$ cat src/rtl/sequence_player_if.sv
// Handshake and symbol bus between a game controller (master) and the
// sequence player (slave). The controller issues start/abort with a length
// and seed; the player returns the symbol stream and its status flags.
interface sequence_player_if #(
  parameter int LEN_W = 5
);
  logic             start;
  logic             abort;
  logic [LEN_W-1:0] length;
  logic [7:0]       seed;
  logic [1:0]       num;
  logic             pressed;
  logic             busy;
  logic             done;

  modport master (
    output start, abort, length, seed,
    input  num, pressed, busy, done
  );

  modport slave (
    input  start, abort, length, seed,
    output num, pressed, busy, done
  );
endinterface

$ cat src/rtl/sequence_player.sv
// Plays a pseudo-random sequence of 2-bit symbols as {num, pressed} pulses.
// The sequence is regenerated from an 8-bit LFSR seed, so nothing is stored:
// each symbol is shown for ON_CYCLES cycles followed by an OFF_CYCLES gap.
// All outputs are registered from the next-state values.
module sequence_player #(
  parameter int ON_CYCLES  = 25_000_000,
  parameter int OFF_CYCLES = 12_500_000,
  parameter int MAX_LEN    = 16,
  parameter int LEN_W      = 5
) (
  input  logic               clk,
  input  logic               rst,
  sequence_player_if.slave   bus
);

  localparam int ON_W  = (ON_CYCLES  > 1) ? $clog2(ON_CYCLES)  : 1;
  localparam int OFF_W = (OFF_CYCLES > 1) ? $clog2(OFF_CYCLES) : 1;
  localparam int CNT_W = (ON_W > OFF_W) ? ON_W : OFF_W;

  localparam logic [CNT_W-1:0] ON_LAST  = CNT_W'(ON_CYCLES - 1);
  localparam logic [CNT_W-1:0] OFF_LAST = CNT_W'(OFF_CYCLES - 1);
  localparam logic [7:0]       SEED_ZERO_SUB = 8'hA5;

  typedef enum logic [1:0] {
    S_IDLE,
    S_ON,
    S_OFF,
    S_DONE
  } state_t;

  state_t           state, state_nx;
  logic [CNT_W-1:0] cnt, cnt_nx;
  logic [LEN_W-1:0] idx, idx_nx;
  logic [LEN_W-1:0] len, len_nx;
  logic [7:0]       lfsr, lfsr_nx;
  logic [1:0]       num_nx;
  logic             zero_done;

  logic [1:0]       num_q;
  logic             pressed_q;
  logic             busy_q;
  logic             done_q;

  // Fibonacci LFSR with taps 7,5,4,3; a zero seed would lock up, so it is
  // swapped for a fixed nonzero value when latched.
  function automatic logic [7:0] lfsr_step(input logic [7:0] l);
    return {l[6:0], l[7] ^ l[5] ^ l[4] ^ l[3]};
  endfunction

  function automatic logic [7:0] seed_fix(input logic [7:0] s);
    return (s == 8'h00) ? SEED_ZERO_SUB : s;
  endfunction

  function automatic logic [LEN_W-1:0] clamp_len(input logic [LEN_W-1:0] l);
    if (int'(l) > MAX_LEN) return LEN_W'(MAX_LEN);
    return l;
  endfunction

  // Next-state, counter and symbol logic for the IDLE/ON/OFF/DONE player.
  always_comb begin
    state_nx  = state;
    cnt_nx    = cnt;
    idx_nx    = idx;
    len_nx    = len;
    lfsr_nx   = lfsr;
    num_nx    = num_q;
    zero_done = 1'b0;
    unique case (state)
      S_IDLE: begin
        if (bus.start) begin
          if (bus.length != '0) begin
            state_nx = S_ON;
            len_nx   = clamp_len(bus.length);
            lfsr_nx  = seed_fix(bus.seed);
            num_nx   = seed_fix(bus.seed) & 8'h03;
            idx_nx   = '0;
            cnt_nx   = '0;
          end else begin
            zero_done = 1'b1;
          end
        end
      end
      S_ON: begin
        if (bus.abort) begin
          state_nx = S_IDLE;
          cnt_nx   = '0;
        end else if (cnt == ON_LAST) begin
          state_nx = S_OFF;
          cnt_nx   = '0;
        end else begin
          cnt_nx = cnt + 1'b1;
        end
      end
      S_OFF: begin
        if (bus.abort) begin
          state_nx = S_IDLE;
          cnt_nx   = '0;
        end else if (cnt == OFF_LAST) begin
          cnt_nx = '0;
          if (idx == len - 1'b1) begin
            state_nx = S_DONE;
          end else begin
            state_nx = S_ON;
            idx_nx   = idx + 1'b1;
            lfsr_nx  = lfsr_step(lfsr);
            num_nx   = lfsr_step(lfsr) & 8'h03;
          end
        end else begin
          cnt_nx = cnt + 1'b1;
        end
      end
      S_DONE: begin
        state_nx = S_IDLE;
      end
      default: begin
        state_nx = S_IDLE;
      end
    endcase
  end

  // Control state, counters and registered outputs; reset returns to IDLE.
  always_ff @(posedge clk) begin
    if (rst) begin
      state     <= S_IDLE;
      cnt       <= '0;
      idx       <= '0;
      num_q     <= '0;
      pressed_q <= 1'b0;
      busy_q    <= 1'b0;
      done_q    <= 1'b0;
    end else begin
      state     <= state_nx;
      cnt       <= cnt_nx;
      idx       <= idx_nx;
      num_q     <= num_nx;
      pressed_q <= (state_nx == S_ON);
      busy_q    <= (state_nx == S_ON) || (state_nx == S_OFF);
      done_q    <= (state_nx == S_DONE) || zero_done;
    end
  end

  // Sequence data registers; only meaningful while a run is active.
  always_ff @(posedge clk) begin
    len  <= len_nx;
    lfsr <= lfsr_nx;
  end

  assign bus.num     = num_q;
  assign bus.pressed = pressed_q;
  assign bus.busy    = busy_q;
  assign bus.done    = done_q;

endmodule

$ cat src/flat_wrapper.sv
// flat-port wrapper written by rule: the top's interface ports become plain ports
module sequence_player_flat 
#(
  parameter int ON_CYCLES  = 25_000_000,
  parameter int OFF_CYCLES = 12_500_000,
  parameter int MAX_LEN    = 16,
  parameter int LEN_W      = 5
)
  (clk, rst, bus_start, bus_abort, bus_length, bus_seed, bus_num, bus_pressed, bus_busy, bus_done);
  sequence_player_if #(.LEN_W(LEN_W)) bus_i ();
  input  logic clk;
  input  logic rst;
  input wire logic [$bits(bus_i.start)-1:0] bus_start;
  input wire logic [$bits(bus_i.abort)-1:0] bus_abort;
  input wire logic [$bits(bus_i.length)-1:0] bus_length;
  input wire logic [$bits(bus_i.seed)-1:0] bus_seed;
  output wire logic [$bits(bus_i.num)-1:0] bus_num;
  output wire logic [$bits(bus_i.pressed)-1:0] bus_pressed;
  output wire logic [$bits(bus_i.busy)-1:0] bus_busy;
  output wire logic [$bits(bus_i.done)-1:0] bus_done;
  assign bus_i.start = bus_start;
  assign bus_i.abort = bus_abort;
  assign bus_i.length = bus_length;
  assign bus_i.seed = bus_seed;
  assign bus_num = bus_i.num;
  assign bus_pressed = bus_i.pressed;
  assign bus_busy = bus_i.busy;
  assign bus_done = bus_i.done;
  sequence_player #(.ON_CYCLES(ON_CYCLES), .OFF_CYCLES(OFF_CYCLES), .MAX_LEN(MAX_LEN), .LEN_W(LEN_W)) u_core (.clk(clk), .rst(rst), .bus(bus_i));
endmodule
$ cat config.mk
export PLATFORM = sky130hd
export DESIGN_NAME = sequence_player_flat
export DESIGN_NICKNAME = d
export VERILOG_FILES = /design/src/rtl/sequence_player_if.sv /design/src/rtl/sequence_player.sv /design/src/flat_wrapper.sv
export SDC_FILE = /design/constraint.sdc
export NUM_CORES = 1
export LEC_CHECK = 0
export ABC_CLOCK_PERIOD_IN_PS = 2200
export CORE_UTILIZATION = 42
export DETAILED_ROUTE_END_ITERATION = 8
export PLACE_DENSITY = 0.7
export SLEW_MARGIN = 10
export SYNTH_ARGS = -nofsm -noshare
export SYNTH_HDL_FRONTEND = slang
export SYNTH_SLANG_ARGS = --single-unit
export TNS_END_PERCENT = 100
$ cat constraint.sdc
create_clock -name clk -period 2.2 [get_ports clk]
set_clock_uncertainty 0.05 [all_clocks]
set_input_delay 0.55 -clock clk [delete_from_list [all_inputs] [get_ports clk]]
set_output_delay 0.55 -clock clk [all_outputs]
set_load 0.01 [all_outputs]
==> metrics <==
WP data required around 2400 ps; antenna violations before repair 0; Power Dens Cells ~520 nW/um2; wire length per cell about 15 um; violated checks negative setup slack; clock buffer count from CTS 5; worst setup margin -17.59 ps; largest family of logic cells by synthesized area simple AND/OR/NAND/NOR gates; die area between 6000 and 7000 um2; layout cells sized above 1 between 30 and 40%; met2 Use GR about a third; WHS around 450 ps; CTS Buffer Depth 2; reg2reg setup slack 0 ps; Synth Instances about 300; Post-synth EDFFs 13; unique cell type count in the Yosys netlist 55; WP data arrival approximately 2400 ps; Post-Syn Nets about 330; Async SR Flop Fraction 0%; Buffers on Ports 21; biggest area consumer among synthesized cells dfxtp_1; hpwl dp ~4.7 mm; P&R area growth vs syn 40.90%; crit path cell chain dlygate4sd2_1, or3_4, o31a_1, o21ai_1, o21ai_0, o31ai_1, nand2_1, ha_4, a31oi_1, nor2_1; Vias/cell ~5.3; fillcell total ~530; Setup CP Type input pin to flip-flop; worst min-delay path class flip-flop to flip-flop; largest net degree at the start of global routing 18; Crit. End Element flip-flop; clk root buf clkbuf_8; Design Area, Final about 3900 um2; Via Count about 2500; status finished, violations left; Global Route Usage Sum a little under a fifth; Reg clk slew, reported paths 100 ps; first-pass GRT wire length between 10 and 15 mm; mux contribution to synthesized area a little over 3%; Worst path max stage delay 330 ps; top-count cell post-synth dfxtp_1; fin nets between 400 and 500; placed cell area around 3400 um2; Peak VDD IR about 470 uV; clock sinks 50; vias in the first global route 2383; Synth Flop Type dfxtp_1; # H-tree levels 2; maximum clock frequency between 0.4 and 0.5 GHz; final RePlAce weighted congestion roughly 0.91; Die W approximately 84 um; Final Slew Violations 0; top post-synthesis cells by count dfxtp_1, nor2_1, nand2_1, xnor2_1, nand4_1; Synth Area in Adders between 4 and 5%; Max-slew headroom 70.10%; Max-Cap Viols 0; Synth Cell Area 2790 um2; sequential area share after synthesis between 40% and 50%; Leakage ~1.5 nW; M3 GR Usage approximately 3.2%; period utilisation layout 100.8%; CP startpoint kind input pin; DRT iter0 DRCs 74; Sum Neg Setup Slack -33.74 ps; crit-path max FO 4; core area roughly 6400 um2; Yosys reg bits 50; minimum clock period 2218 ps; ant diodes 0; Most Used Layer, Global Route met2; IO Count 22; ANT nets after route 0; DP Cell Count 440; grt ovf 0; Ys Warns 0; post-synth top area share a little over a quarter; post-synthesis compound-gate area fraction 11.79%; DRT Pass-1 Iters 4; final WL between 6 and 7 mm; row count 29; Crit path max-delay family compound AO/OA/AOI/OAI gates; Die Ht 83.51 um; largest cells by area after synthesis dfxtp_1, edfxtp_1, xnor2_1; met1 Use GR a little under a quarter; final hold vios 0; residual DRC count 0; Worst-Skew Late Latency about 320 ps; Post-Synth Simple-Gate Area between 20% and 30%; final setup fails 2; XOR/XNOR Fraction of Synth Area 6.906%; CP max-delay cell or3_4; CTS tree yes; RSZ-0062 raised after global routing true; Post-Layout Cell Count ~460; Avg Inst Size Synth roughly 9.3 um2; CP bufs+invs 1; Starting Density 43.69%; Tightest Pin Transition between 400 and 500 ps
## state kept, by name, summed over array words and instances, names as in the netlist
register	count
u_core.bus.busy	1
u_core.state	2
u_core.bus.pressed	1
u_core.cnt	25
u_core.len	5
u_core.idx	5
u_core.bus.num	2
u_core.lfsr	8
u_core.bus.done	1
## metrics by stage
stage	setup slack [ps]	util, %	power [W]
after floorplan	-71.95	-	0.001172
after global placement	-499.3	54.02	0.001299
after detailed placement	-601.7	54.02	0.001308
after CTS	-32.37	57.52	0.001996
after global routing	-133.4	61.56	0.002134
final	-17.59	61.56	0.002055
## cell type report
| class | instances | area (um2) | area share (%) |
|---|---|---|---|
| inverter | 13 | 48.80 | 1.241 |
| clock inverter | 3 | 47.55 | 1.209 |
| clock buffer | 5 | 68.82 | 1.750 |
| multi-input combinational | 228 | 1782 | 45.32 |
| tap | 77 | 96.34 | 2.451 |
| timing repair buffer | 86 | 752.0 | 19.13 |
| sequential | 50 | 1136 | 28.90 |
## worst min-delay path, stage by stage (launching register included)
cell and delay, ps:
dfxtp_1 340, nand2_1 60, mux2i_1 60
## what timing repair did
action | in CTS | in global routing
cloned | 0 | 1
gates resized for setup | 19 | 39
pin swaps | 19 | 20
endpoints found under the setup margin | 36 | 26
setup buffers | 7 | 7
hold buffers | 0 | 0
## layer usage
layer / up-vias / part of all wire (%)
li1: 1254 / -
met1: 1150 / 43
met2: 36 / 53
met3: 16 / 2.5
met4: 0 / 2.2
met5: - / 0
## layout by cell type (no fill, tap or decap), types with 10 or more instances in the layout
cell type	Yosys	routed
nand4_1	14	14
buf_4	0	58
nor2_1	32	30
nand3_1	11	11
nand2_1	27	25
dfxtp_1	37	35
xnor2_1	15	15
edfxtp_1	13	13
inv_1	13	10
clkdlybuf4s50_1	0	13
## where the power goes
part | internal [W] | switching (W) | leakage, nW
logic | 0.000207 | 0.000174 | 1.01
clock network | 0.000345 | 0.000326 | 0.0587
registers | 0.000982 | 0.0000216 | 0.428
## worst paths after layout
path / startpoint / endpoint / depth (start not counted)
setup / recovery: bus_length[1] / u_core.bus.done / 10
hold reg to reg: u_core.idx[4] / u_core.idx[4] / 2
hold / removal: u_core.idx[4] / u_core.idx[4] / 2
setup reg to reg: u_core.cnt[6] / u_core.bus.busy / 9
## logic make-up after synthesis
logic type      Yosys count
buf+inv                  21
xor+xnor                 22
flops                    50
fa+ha+maj                10
compound gates           43
mux                       8
simple gates            145
Power figures use the tool's default switching activity.
